File: src/rtl/flash_update_sequencer.sv
// flash_update_sequencer: unprotect, erase, program and restore one flash sector.
// Define FLASH_VERIFY_EN to add a readback compare after every programmed word.
module flash_update_sequencer #(
  parameter logic [15:0] POLL_LIMIT      = 16'd50000,
  parameter logic [19:0] ERASE_PAGE_NONE = 20'hFFFFF
) (
  input  logic        clk,
  input  logic        reset,
  input  logic        cmd_start,
  input  logic [2:0]  sector,
  input  logic [23:0] base_addr,
  input  logic [16:0] word_count,
  input  logic [31:0] in_data,
  input  logic        in_valid,
  output logic        in_ready,
  output logic        busy,
  output logic        done,
  output logic        error,
  output logic [2:0]  err_code,
  output logic        start_rdsr,
  output logic        start_rdcr,
  output logic        start_wrcr,
  output logic [31:0] wr_data_csr,
  input  logic [31:0] rd_data_csr,
  input  logic        done_csr,
  output logic        start_addr,
  output logic        start_wrdata,
  output logic        start_rddata,
  output logic [23:0] rw_addr_data,
  output logic [31:0] wr_data_data,
  input  logic [31:0] rd_data_data,
  input  logic        done_data
);

  typedef enum logic [3:0] {
    S_IDLE,
    S_CHECK,
    S_RD_CR,
    S_UNPROT,
    S_ERASE,
    S_POLL_E,
    S_LOAD_ADDR,
    S_WAIT_WORD,
    S_WRITE,
    S_POLL_W,
`ifdef FLASH_VERIFY_EN
    S_VER_ADDR,
    S_VER_RD,
`endif
    S_NEXT,
    S_PROTECT,
    S_DONE,
    S_ERR
  } state_t;

  state_t      state, state_n;
  logic        issued, issued_n;
  logic [15:0] poll_cnt, poll_n;
  logic [16:0] idx, idx_n;
  logic [2:0]  sec_q, sec_n;
  logic [23:0] base_q, base_n;
  logic [16:0] cnt_q, cnt_n;
  logic [31:0] cr_shadow, cr_n;
  logic [31:0] word_q, word_n;
  logic        error_n;
  logic [2:0]  code_n;
  logic        rdsr_n, rdcr_n, wrcr_n;
  logic        addr_n, wrd_n, rdd_n;
  logic [31:0] csr_n, dat_n;
  logic [23:0] adr_n;
  logic [31:0] unprot_v, erase_v;
  logic        st_idle, poll_last;

`ifndef FLASH_VERIFY_EN
  logic unused_rd;
  assign unused_rd = ^rd_data_data;
`endif

  assign st_idle   = (rd_data_csr[1:0] == 2'b00);
  assign poll_last = ({1'b0, poll_cnt} + 17'd1) >= {1'b0, POLL_LIMIT};

  // Control-register images for the unprotect and erase writes
  always_comb begin
    unprot_v = cr_shadow;
    unprot_v[5'd22 + 5'(sec_q)] = 1'b0;
    unprot_v[22:20] = 3'd7;
    erase_v = unprot_v;
    erase_v[22:20] = sec_q;
    erase_v[19:0] = ERASE_PAGE_NONE;
  end

  // Next-state, op issue and bookkeeping for the update flow
  always_comb begin
    state_n  = state;
    issued_n = issued;
    poll_n   = poll_cnt;
    idx_n    = idx;
    sec_n    = sec_q;
    base_n   = base_q;
    cnt_n    = cnt_q;
    cr_n     = cr_shadow;
    word_n   = word_q;
    error_n  = error;
    code_n   = err_code;
    rdsr_n   = 1'b0;
    rdcr_n   = 1'b0;
    wrcr_n   = 1'b0;
    addr_n   = 1'b0;
    wrd_n    = 1'b0;
    rdd_n    = 1'b0;
    csr_n    = wr_data_csr;
    adr_n    = rw_addr_data;
    dat_n    = wr_data_data;
    unique case (state)
      S_IDLE: begin
        if (cmd_start) begin
          sec_n   = sector;
          base_n  = base_addr;
          cnt_n   = word_count;
          idx_n   = '0;
          error_n = 1'b0;
          code_n  = 3'd0;
          state_n = S_CHECK;
        end
      end
      S_CHECK: begin
        if (sec_q >= 3'd1 && sec_q <= 3'd5) begin
          state_n = S_RD_CR;
        end else begin
          code_n  = 3'd5;
          state_n = S_ERR;
        end
      end
      S_RD_CR: begin
        if (!issued) begin
          rdcr_n   = 1'b1;
          issued_n = 1'b1;
        end else if (done_csr) begin
          cr_n    = rd_data_csr;
          state_n = S_UNPROT;
        end
      end
      S_UNPROT: begin
        if (!issued) begin
          wrcr_n   = 1'b1;
          csr_n    = unprot_v;
          issued_n = 1'b1;
        end else if (done_csr) begin
          state_n = S_ERASE;
        end
      end
      S_ERASE: begin
        if (!issued) begin
          wrcr_n   = 1'b1;
          csr_n    = erase_v;
          issued_n = 1'b1;
        end else if (done_csr) begin
          state_n = S_POLL_E;
        end
      end
      S_POLL_E: begin
        if (!issued) begin
          rdsr_n   = 1'b1;
          issued_n = 1'b1;
        end else if (done_csr) begin
          poll_n   = poll_cnt + 16'd1;
          issued_n = 1'b0;
          if (st_idle) begin
            if (!rd_data_csr[4]) begin
              code_n  = 3'd1;
              state_n = S_ERR;
            end else if (cnt_q == '0) begin
              state_n = S_PROTECT;
            end else begin
              state_n = S_LOAD_ADDR;
            end
          end else if (poll_last) begin
            code_n  = 3'd4;
            state_n = S_ERR;
          end
        end
      end
      S_LOAD_ADDR: begin
        if (!issued) begin
          addr_n   = 1'b1;
          adr_n    = base_q + 24'(idx);
          issued_n = 1'b1;
        end else if (done_data) begin
          state_n = S_WAIT_WORD;
        end
      end
      S_WAIT_WORD: begin
        if (in_valid && in_ready) begin
          word_n  = in_data;
          state_n = S_WRITE;
        end
      end
      S_WRITE: begin
        if (!issued) begin
          wrd_n    = 1'b1;
          dat_n    = word_q;
          issued_n = 1'b1;
        end else if (done_data) begin
          state_n = S_POLL_W;
        end
      end
      S_POLL_W: begin
        if (!issued) begin
          rdsr_n   = 1'b1;
          issued_n = 1'b1;
        end else if (done_csr) begin
          poll_n   = poll_cnt + 16'd1;
          issued_n = 1'b0;
          if (st_idle) begin
            if (!rd_data_csr[3]) begin
              code_n  = 3'd2;
              state_n = S_ERR;
            end else begin
`ifdef FLASH_VERIFY_EN
              state_n = S_VER_ADDR;
`else
              state_n = S_NEXT;
`endif
            end
          end else if (poll_last) begin
            code_n  = 3'd4;
            state_n = S_ERR;
          end
        end
      end
`ifdef FLASH_VERIFY_EN
      S_VER_ADDR: begin
        if (!issued) begin
          addr_n   = 1'b1;
          issued_n = 1'b1;
        end else if (done_data) begin
          state_n = S_VER_RD;
        end
      end
      S_VER_RD: begin
        if (!issued) begin
          rdd_n    = 1'b1;
          issued_n = 1'b1;
        end else if (done_data) begin
          if (rd_data_data != word_q) begin
            code_n  = 3'd3;
            state_n = S_ERR;
          end else begin
            state_n = S_NEXT;
          end
        end
      end
`endif
      S_NEXT: begin
        idx_n = idx + 17'd1;
        if (idx + 17'd1 == cnt_q) begin
          state_n = S_PROTECT;
        end else begin
          state_n = S_LOAD_ADDR;
        end
      end
      S_PROTECT: begin
        if (!issued) begin
          wrcr_n   = 1'b1;
          csr_n    = cr_shadow;
          issued_n = 1'b1;
        end else if (done_csr) begin
          state_n = S_DONE;
        end
      end
      S_DONE: begin
        state_n = S_IDLE;
      end
      S_ERR: begin
        error_n = 1'b1;
        state_n = (err_code == 3'd5) ? S_DONE : S_PROTECT;
      end
      default: begin
        state_n = S_IDLE;
      end
    endcase
  end

  // State and working registers; issue flag and poll count restart per state
  always_ff @(posedge clk or posedge reset) begin
    if (reset) begin
      state     <= S_IDLE;
      issued    <= 1'b0;
      poll_cnt  <= '0;
      idx       <= '0;
      sec_q     <= '0;
      base_q    <= '0;
      cnt_q     <= '0;
      cr_shadow <= '0;
      word_q    <= '0;
    end else begin
      state     <= state_n;
      idx       <= idx_n;
      sec_q     <= sec_n;
      base_q    <= base_n;
      cnt_q     <= cnt_n;
      cr_shadow <= cr_n;
      word_q    <= word_n;
      if (state_n != state) begin
        issued   <= 1'b0;
        poll_cnt <= '0;
      end else begin
        issued   <= issued_n;
        poll_cnt <= poll_n;
      end
    end
  end

  // Registered outputs: op pulses, handshake and status
  always_ff @(posedge clk or posedge reset) begin
    if (reset) begin
      busy         <= 1'b0;
      done         <= 1'b0;
      in_ready     <= 1'b0;
      error        <= 1'b0;
      err_code     <= '0;
      start_rdsr   <= 1'b0;
      start_rdcr   <= 1'b0;
      start_wrcr   <= 1'b0;
      start_addr   <= 1'b0;
      start_wrdata <= 1'b0;
      start_rddata <= 1'b0;
      wr_data_csr  <= '0;
      rw_addr_data <= '0;
      wr_data_data <= '0;
    end else begin
      busy         <= (state_n != S_IDLE);
      done         <= (state_n == S_DONE);
      in_ready     <= (state_n == S_WAIT_WORD);
      error        <= error_n;
      err_code     <= code_n;
      start_rdsr   <= rdsr_n;
      start_rdcr   <= rdcr_n;
      start_wrcr   <= wrcr_n;
      start_addr   <= addr_n;
      start_wrdata <= wrd_n;
      start_rddata <= rdd_n;
      wr_data_csr  <= csr_n;
      rw_addr_data <= adr_n;
      wr_data_data <= dat_n;
    end
  end

endmodule

File: config.mk
export PLATFORM = sky130hd
export DESIGN_NAME = flash_update_sequencer
export DESIGN_NICKNAME = d
export VERILOG_FILES = /design/src/rtl/flash_update_sequencer.sv
export SDC_FILE = /design/constraint.sdc
export NUM_CORES = 1
export LEC_CHECK = 0
export CELL_PAD_IN_SITES_DETAIL_PLACEMENT = 2
export CELL_PAD_IN_SITES_GLOBAL_PLACEMENT = 2
export CORE_MARGIN = 1
export CORE_UTILIZATION = 32
export DETAILED_ROUTE_END_ITERATION = 10
export PLACE_DENSITY = 0.85
export SYNTH_ARGS = -nofsm -noshare
export SYNTH_HDL_FRONTEND = slang
export SYNTH_SLANG_ARGS = --single-unit
File: constraint.sdc
create_clock -name clk -period 9.59 [get_ports clk]
set_input_delay 0.959 -clock clk [delete_from_list [all_inputs] [get_ports clk]]
set_output_delay 0.959 -clock clk [all_outputs]
set_load 0.01 [all_outputs]
---- Word-level counts from Yosys, hierarchy flattened ----
Index checks and enable logic that the tools add are counted.
word-level totals
  flip-flop bits (word level) ............. 246
  input port bits ......................... 146
  output and inout bits ................... 101
  logic and storage cells ................. 155
cells by class
  add/subtract/negate cells ............... 5
  magnitude comparators ................... 5
  equal/unequal tests ..................... 28
  mux-type cells .......................... 64
  bitwise gates (word level) .............. 3
  reductions and logical operators ........ 28
operators with widths
  cell                                                    count
  two-way mux 4 bit                                       25
  two-way mux 32 bit                                      3
  case mux 32 bit (3 select lines)                        1
  two-way mux 16 bit                                      4
  case mux 4 bit (13 select lines)                        1
  two-way mux 3 bit                                       13
  case mux 17 bit (2 select lines)                        1
  AND 32 bit                                              1
  NOT 32 bit                                              1
  adder 24 x 17 -> 24 bit                                 1
  equality test 4 bit (second input constant)             6
  equality test 4 x 3 -> 1 bit (second input constant)    5
  inequality test 2 bit (second input constant)           9
  adder 16 x 1 -> 17 bit (second input constant)          1
  adder 17 x 1 -> 17 bit (second input constant)          1
  equality test 17 bit                                    1
  >= comparator 17 x 16 -> 1 bit (second input constant)  1
  zero test 17 bit                                        1
  two-way mux 17 bit                                      1
  adder 16 x 1 -> 16 bit (second input constant)          1
  case mux 3 bit (4 select lines)                         1
  AND reduction 2 bit                                     6
  two-way mux 1 bit                                       11
  nonzero test 2 bit                                      5
  24 further kinds                                        32

---- Longest topological paths before layout ----
Gate-level depths: netlist of run 1.
  depth in word-level cells ............... 10
  mapped depth ............................ 13
  gate-level depth less buffers ........... 12

---- Worst setup path after synthesis of run 1 ----
Ideal clock, no wire load.
  kind .................................... in2reg
  start point ............................. input rd_data_csr[0]
  end point ............................... register poll_cnt[0]
  arrival time ............................ 2.617 ns
  required time ........................... 9.519 ns
  setup slack ............................. 6.901 ns
  stages on the path ...................... 10
  buffers on the path ..................... 2
  path through ............................ nor2_2 nand2_1 a21oi_1 o2111ai_1 nor3_2 mux2i_1 or3_1 buf_6 buf_6 nor2_1
between the ends
  cells in the longest elaborated chain, start to end .. 8
RTL lines
  what                                         RTL line  text
  start, declared                              24        input logic [31:0] rd_data_csr,
  zero test 2 bit *                            79        assign st_idle = (rd_data_csr[1:0] == 2'b00);
  two-way mux 4 bit, on equally long branches  214, 168
  two-way mux 4 bit, on equally long branches  211, 165
  two-way mux 4 bit, on equally long branches  208, 162
  case mux 4 bit (13 select lines) *           114       unique case (state)
  inequality test 4 bit *                      304       if (state_n != state) begin
  nonzero test 2 bit (no line)                 --
  AND reduction 3 bit (no line)                --
  end signal, assigned                         309       poll_cnt <= poll_n;
  end, declared                                58        logic [15:0] poll_cnt, poll_n;
Every way passes the cells marked *; elsewhere a longest branch is shown, timed or not.
A chain may end at the register's enable or synchronous reset.

---- Worst setup path in the final report of run 1 ----
  start point ............................. register state[2]
  end point ............................... register wr_data_csr[5]
between the ends
  cells in the longest elaborated chain, start to end .. 3
RTL lines
  what                                                                   RTL line  text
  start, declared                                                        56        state_t state, state_n;
  start signal, assigned                                                 297       state <= state_n;
  equality test 4 x 2 -> 1 bit (tied with other cells)                   114
  inequality test 2 bit (no line) or nonzero test 3 bit (tied branches)  --
  AND reduction 4 bit (no line)                                          --
  end signal, assigned                                                   343       wr_data_csr <= csr_n;
  end, declared                                                          23        output logic [31:0] wr_data_csr,
Parallel ways exist; a longest one is shown, timed or not.

==> out/results.ini, run 1 <==
[sta]
post-route-min-period_ns=3.69
tns_ns=0
whs_ns=0.469
rsz0062_at_grt=no
setup_ws_ns=5.90
timing.final.crit_share_pct=38.5
finalHoldViolCount=0
skew_ns=0.0118
finalMaxSlewViolations=0
max_clock_freq_mhz=271
setup_viol=0
worst-slew-pin-transition_ns=1.19
relSlewSlack_pct=20.7

[placed_design]
portBuffers=213
dp_hpwl_mm=26.6
gp_congestion=0.823
dp_slack_ns=5.74

[setup_path]
cp.arrival_ns=4.18
end_kind=flip-flop
crit_path_start_kind=flip-flop
critPathKind=flip-flop to flip-flop
cp_max_fo=35
worstPathRequired_ns=10.08

[logic_synthesis]
yosysTopAreaCellShare_pct=52.1
yosysMostFrequentCell=nand2_1
synthesis.nets=1409
synth_edf_count=0
synth_flop_cell=dfrtp_1
synth_top_cells_by_count=356 x nand2_1, 246 x dfrtp_1, 94 x o21ai_0
syn_inst=1238
synth_cell_types=75
syn_area_per_cell_um2=9.55
synth.ff_latch_count=246
netlist.top_cell.by_area=dfrtp_1
yosysSeqAreaShare_pct=52.1
netlist_area_um2=11800
synth_area_leaders=dfrtp_1 52%, nand2_1 11%, mux2_2 6.2%, o21ai_0 4.0%, xor2_1 2.6%
async_reset_ff_share_pct=100
yosys_warnings=0

[global_route]
grt_max_degree=94
grtUsageTotal_pct=20.5
overflow=0
first_global_vias=11127
grt_pass1_wl_mm=62.1
antenna_found_initial=3

[floorplanning]
num_io_pins=247
core_um2=36400
die_height_um=194
rows=70
die_w_um=194
start_util_pct=32.4
dieArea_um2=37700

[power_and_ir_drop]
vdd.ir_drop.worst_mv=0.152
p_leak_nw=7.05
p_per_area_nw_per_um2=279
power.total_w=0.00429

[clock_network]
clock_path_buffers=3
ctsHoldBuffers=0
cts_resized=0
cts.root.buffer_cell=clkbuf_16
clk_latency_ns=0.57
clk_pin_slew_ns=0.06
cts_setup_buffers=0
cts_tree=yes
clock-sinks=246
numCtsBuffers=29
cts_max_level=1

[route]
ant_nets=0
first_iter_violations=376
vias=9958
wl_per_cell_um=20.0
viasPerCell=5.19
first_pass_iters=4
drc=0
routed_wl_mm=38.4

[finish]
fin_util_pct=42.1
drive_gt1_share_pct=10.0
areaGrowthSynthToFinish_pct=29.9
num-nets-final=1597

[worst_hold_path]
timing.hold.worst.class=flip-flop to flip-flop

[run]
cap_violations=0

[status]
run_status=finished clean

state kept, by name (all words and copies together) (netlist names), 3 cells and up:
name / flops
base_q: 24
err_code: 3
state: 4
wr_data_csr: 32
idx: 17
word_q: 32
wr_data_data: 32
rw_addr_data: 24
sec_q: 3
cnt_q: 17
cr_shadow: 32
poll_cnt: 16
worst max-delay path, cell delays in order, from the launching register on:
cell and delay (ns):
dfrtp_1 0.83, nor2b_1 0.71, nand2_1 0.38, a21o_1 0.24
buf_4 0.24, inv_1 0.74, o21ai_0 0.32, nand2_1 0.15
per-layer routing:
| layer | share of wire (%) | GRT usage (%) | vias up |
|---|---|---|---|
| met5 | 0.094 | 0 | - |
| met4 | 2.5 | 5.38 | 6 |
| met3 | 2.9 | 2.59 | 65 |
| met2 | 52 | 38.3 | 184 |
| met1 | 42 | 24.6 | 5127 |
| li1 | - | - | 4576 |
cells in the final DEF, fill, tap and decap left out, types with 5 or more instances in the layout:
| cell type | count |
|---|---|
| clkbuf_16 | 29 |
| o31ai_1 | 13 |
| a31oi_1 | 14 |
| ha_1 | 24 |
| dfrtp_1 | 246 |
| xnor2_1 | 28 |
| nand2b_1 | 7 |
| nand4_1 | 11 |
| nor2b_1 | 6 |
| inv_1 | 15 |
| a21oi_1 | 35 |
| a21o_1 | 6 |
| xor2_1 | 35 |
| and3_1 | 14 |
| clkdlybuf4s50_1 | 213 |
| mux2_2 | 65 |
| nor3_1 | 11 |
| clkbuf_8 | 8 |
| o21ai_0 | 94 |
| nand2_1 | 356 |
| nor2_1 | 66 |
| buf_4 | 10 |
| o21ai_1 | 5 |
| nand3_1 | 30 |
| clkbuf_1 | 6 |
logic make-up after synthesis:
logic type / synth area share [%]
AOI/OAI and AO/OA: 11.1
and+or+nand+nor: 19.9
muxes: 6.36
DFF: 52.1
other: 0.0317
adders and majority gates: 2.71
xor gates and xnor gates: 4.67
buffers and inverters: 3.17
worst paths after layout:
kind                                 start              end  slack [ns]  cells after the start
max in group asynchronous            reset        word_q[2]        7.15                      3
max                               state[2]   wr_data_csr[5]        5.90                      7
min in group asynchronous            reset       word_q[27]        0.91                      2
max reg2reg                       state[2]   wr_data_csr[5]        5.90                      7
min                        wr_data_data[1]  wr_data_data[1]        0.47                      2
min reg2reg                wr_data_data[1]  wr_data_data[1]        0.47                      2
stage by stage:
| step | instance area [µm²] | instances |
|---|---|---|
| 2_1_floorplan | 11800 | 1238 |
| 3_3_place_gp | 14300 | 1863 |
| 3_5_place_dp | 14300 | 1863 |
| 4_1_cts | 15400 | 1916 |
| 5_1_grt | 15400 | 1916 |
| 6_report | 15400 | 1917 |
layout make-up:
class | count | area (µm²)
Multi-Input combinational cell | 909 | 5310
Timing Repair Buffer | 223 | 2210
Clock inverter | 10 | 168
Antenna cell | 1 | 2.50
Clock buffer | 43 | 858
Inverter | 17 | 71.3
Fill cell | 3916 | 21100
Tap cell | 468 | 586
Sequential cell | 246 | 6160
report_power, final:
group	internal [W]	switching, W	leakage, nW
logic	0.000644	0.000799	3.32
registers	0.00137	0.000289	3.23
clock network	0.000725	0.000459	0.504
total	0.00274	0.00155	7.05
(Power assumes the default switching activity.)
==> run 2: changes to the inputs <==
Clock period 9.59 ns to 3.7 ns, I/O delays scaled along.
==> run 2 against run 1 <==
  * Wire length rose by 1.7%
  * Critical path type unchanged
  * Via count rose by 0.17%
  * Critical endpoint is now issued
  * Cell count rose by 0.89%
  * Largest power group unchanged
  * Clock skew barely moved
==> out/results.ini, run 2 (same netlist as run 1, synthesis figures left out) <==
[clock_network]
clock-sinks=246
cts_resized=0
clock_path_buffers=3
cts_setup_buffers=0
numCtsBuffers=29
ctsHoldBuffers=0
cts_max_level=1
cts_tree=yes
clk_pin_slew_ns=0.06
cts.root.buffer_cell=clkbuf_16
clk_latency_ns=0.56

[floorplanning]
dieArea_um2=37700
num_io_pins=247
core_um2=36400
die_w_um=194
rows=70
start_util_pct=32.4
die_height_um=194

[route]
ant_nets=0
viasPerCell=5.16
vias=9975
wl_per_cell_um=20.2
dr.max_layer_used=met4
wl_met1_mm=16.7
drc=0
routed_wl_mm=39.1
wl_met3_mm=1.27
first_iter_violations=354
wl_met2_mm=20.3
first_pass_iters=4

[worst_hold_path]
hold_start=word_count[14]
whs_endpoint=cnt_q[14]
timing.hold.worst.class=input pin to flip-flop
holdPathStages=3

[finish]
fillers=3899
areaGrowthSynthToFinish_pct=31.4
final_cells=1934
drive_gt1_share_pct=11.2
final_cell_mix=356 x nand2_1, 246 x dfrtp_1, 213 x clkdlybuf4s50_1, 94 x o21ai_0, 66 x nor2_1
num-nets-final=1614
final_common_cell=nand2_1

[global_route]
antenna_found_initial=1
grt_pass1_wl_mm=63.1
grtUsageTotal_pct=20.9
first_global_vias=11136
grt_max_degree=146
overflow=0

[placed_design]
portBuffers=213
dp.cells=1880
dp_hpwl_mm=26.3
gp_congestion=0.845

[sta]
timing.final.crit_share_pct=88.2
max_clock_freq_mhz=306
worst-slew-pin-transition_ns=0.841
rsz0062_at_grt=no
finalMaxSlewViolations=0
post-route-min-period_ns=3.26
skew_ns=0.0117
setup_viol=0
whs_ns=0.343
tns_ns=0
relSlewSlack_pct=43.8
finalHoldViolCount=0

[setup_path]
r2r_end=issued
cp.arrival_ns=3.73
cp_max_fo=17
crit_path_start_kind=flip-flop
r2r-start=sec_q[1]
worstPathRequired_ns=4.17
critPathKind=flip-flop to flip-flop
end_kind=flip-flop
rrSetupSlack_ns=0.44
critPathLaunch=sec_q[1]
r2r_cells=11

[power_and_ir_drop]
vdd.ir_drop.worst_mv=0.429
p_per_area_nw_per_um2=729
p_leak_nw=7.15

[run]
cap_violations=0

[status]
run_status=finished clean

-- run 2: cell count changes in the layout (fill, tap and decap cells not counted), sizes merged --
cell	before	now
bufinv	4	5
clkinvlp	1	3
buf	10	27
clkbuf	43	40
-- run 2: cell type report --
| class | instances | area, µm² | share of cell area, % |
|---|---|---|---|
| flip-flops and latches | 246 | 6160 | 39.6 |
| multi-input cells | 909 | 5310 | 34.2 |
| repair buffers | 240 | 2360 | 15.2 |
| clock buffers | 40 | 837 | 5.39 |
| well taps | 468 | 586 | 3.77 |
| clock inverters | 13 | 218 | 1.40 |
| inverters | 17 | 67.6 | 0.435 |
| diodes | 1 | 2.50 | 0.0161 |
-- run 2: worst max-delay path: stages, from the launching register on --
cell      delay, ns
dfrtp_1        0.56
inv_2          0.12
ha_1           0.24
inv_1          0.07
o21ai_0        0.07
o22ai_1        0.43
o31ai_1        0.12
a32o_1         0.28
a31oi_1        0.18
o221ai_1       0.14
or3_1          0.69
a211oi_2       0.27
-- run 2: power breakdown --
group          internal (W)  switching (W)
combinational       0.00174        0.00220
sequential          0.00355       0.000686
clock               0.00193        0.00120
-- run 2: how the worst max path moves through the flow --
stage          depth (start not counted)   endpoint  slack (ns)
5_1_grt                               11     issued        0.19
3_3_place_gp                          11     issued        0.63
4_1_cts                               11     issued        0.46
2_1_floorplan                          1  base_q[0]         0.1
6_report                              11     issued        0.44
3_5_place_dp                          11     issued        0.51
-- run 2: per-layer routing --
metal	vias up	GRT usage (%)
met5	-	0
met4	0	5.14
met3	54	2.68
met2	199	38.1
met1	5116	25.9
li1	4606	-
-- run 2: stage by stage --
step	total power [W]	util [%]	area, µm²	setup WS [ns]
6_report	0.0113	42.6	15500	0.437
5_1_grt	0.0120	42.6	15500	0.195
4_1_cts	0.0115	42.6	15500	0.460
3_5_place_dp	0.00818	39.7	14500	0.514
3_3_place_gp	0.00790	39.7	14500	0.626
2_1_floorplan	0.00642	-	11800	0.0982
==> run 3: changes to the inputs <==
Settings changed: PLACE_DENSITY 0.85 to default, PLACE_DENSITY_LB_ADDON from default to 0.1.
==> run 3 against run 2 <==
  * Sequential cell count unchanged
  * Sequential share of layout area decreased by 0.19 points
  * Final area is 0.48% higher
  * First-iteration DRC count fell by 14%
  * Cell count increased by 0.26%
  * Worst hold slack lost 0.059 ns
  * Wire length is 4.0% lower
  * Utilization is 0.21 points higher
  * Via count down 0.47%
  * Maximum frequency down 0.73%
  * Register-to-register slack lost 0.02 ns
  * Largest power group unchanged
  * Highest routed layer is now met5
==> out/results.ini, run 3 (same netlist as run 1, synthesis figures left out) <==
[setup_path]
cp_max_fo=11
rrSetupSlack_ns=0.41
end_kind=flip-flop
crit_path_start_kind=flip-flop
cp.arrival_ns=3.72
critPathKind=flip-flop to flip-flop
worstPathRequired_ns=4.13

[placed_design]
dp_hpwl_mm=26.7
dp_slack_ns=0.453
portBuffers=213
gp_congestion=0.800
dp.cells=1883

[global_route]
grtUsageTotal_pct=20.4
grt_max_degree=49
grt_pass1_wl_mm=61.9
first_global_vias=11018
antenna_found_initial=1
overflow=0

[sta]
whs_ns=0.283
finalMaxSlewViolations=0
relSlewSlack_pct=49.1
max_clock_freq_mhz=304
skew_ns=0.0160
rsz0062_at_grt=no
finalHoldViolCount=0
setup_viol=0
post-route-min-period_ns=3.29
timing.final.crit_share_pct=88.8
setup_ws_ns=0.413
tns_ns=0
worst-slew-pin-transition_ns=0.761

[floorplanning]
die_w_um=194
rows=70
core_um2=36400
dieArea_um2=37700
num_io_pins=247
die_height_um=194
start_util_pct=32.4

[route]
vias=9928
first_iter_violations=305
routed_wl_mm=37.5
drc=0
viasPerCell=5.12
wl_per_cell_um=19.3
first_pass_iters=4
ant_nets=0

[finish]
seqCellArea_um2=6160
multi_input_area_um2=5310
drive_gt1_share_pct=11.8
final_cells=1939
fin_util_pct=42.8
fillers=3890
num_antenna_cells=0
areaGrowthSynthToFinish_pct=32.0
final_common_cell=nand2_1
num-nets-final=1618
final_cell_mix=356 x nand2_1, 246 x dfrtp_1, 213 x clkdlybuf4s50_1, 94 x o21ai_0, 66 x nor2_1

[clock_network]
cts_tree=yes
cts.root.buffer_cell=clkbuf_16
cts_setup_buffers=0
numCtsBuffers=30
clk_latency_ns=0.57
clock-sinks=246
clock_path_buffers=3
cts_resized=0
clk_pin_slew_ns=0.06
cts_max_level=1
ctsHoldBuffers=0

[worst_hold_path]
timing.hold.worst.class=input pin to asynchronous set/reset pin

[power_and_ir_drop]
p_per_area_nw_per_um2=721
p_leak_nw=7.20
vdd.ir_drop.worst_mv=0.280

[run]
cap_violations=0

[status]
run_status=finished clean

-- run 3: cell count changes in the layout (fill, tap and decap cells not counted), sizes merged --
cell	before	now
buf	27	30
bufinv	5	4
clkinv	4	10
clkinvlp	3	2
diode	1	0
inv	18	17
-- run 3: area by class of cell --
cell class                 count  area share, %
inverter                      17          0.433
clock buffer                  40           5.70
clock inverter                16           1.22
sequential                   246           39.4
multi-input combinational    909           34.0
timing repair buffer         243           15.4
tap                          468           3.75
-- run 3: routing by layer --
layer  vias up  global-route usage (%)  wire length [µm]
met1      5080                    27.2             17100
met3        51                    2.35              1160
met5         -                       0                13
met4         2                    5.06               672
li1       4622                       -                 -
met2       173                    35.3             18600
-- run 3: final timing paths --
check                           startpoint                to  depth (start not counted)
setup / recovery                    idx[4]  rw_addr_data[23]                         10
hold / removal                       reset   wr_data_csr[27]                          2
setup reg to reg                    idx[4]  rw_addr_data[23]                         10
hold reg to reg            wr_data_csr[13]   wr_data_csr[13]                          2
max in group asynchronous            reset         base_q[8]                          3
min in group clk            word_count[11]         cnt_q[11]                          3
-- run 3: report_power, final --
part	internal, W	total, W	switching, W	leakage (nW)
sequential	0.00355	0.00421	0.000661	3.23
combinational	0.00176	0.00387	0.00211	3.43
clock	0.00196	0.00317	0.00121	0.541
total	0.00727	0.0113	0.00398	7.20
-- run 3: critical path, cell delays in order, from the launching register on --
cell and delay (ns):
dfrtp_1 0.53, ha_1 0.45, nand3_1 0.12, o211ai_1 0.21
or4b_1 0.53, a21boi_1 0.27, o221ai_1 0.20, o41a_1 0.44
nand3_1 0.16, xor2_1 0.16, o21ai_1 0.07
-- run 3: stage by stage --
step	area [µm²]	power, W
global placement	14500	0.00798
global route	15600	0.0120
finish	15600	0.0113
floorplan	11800	0.00642
detailed placement	14500	0.00818
CTS	15600	0.0115
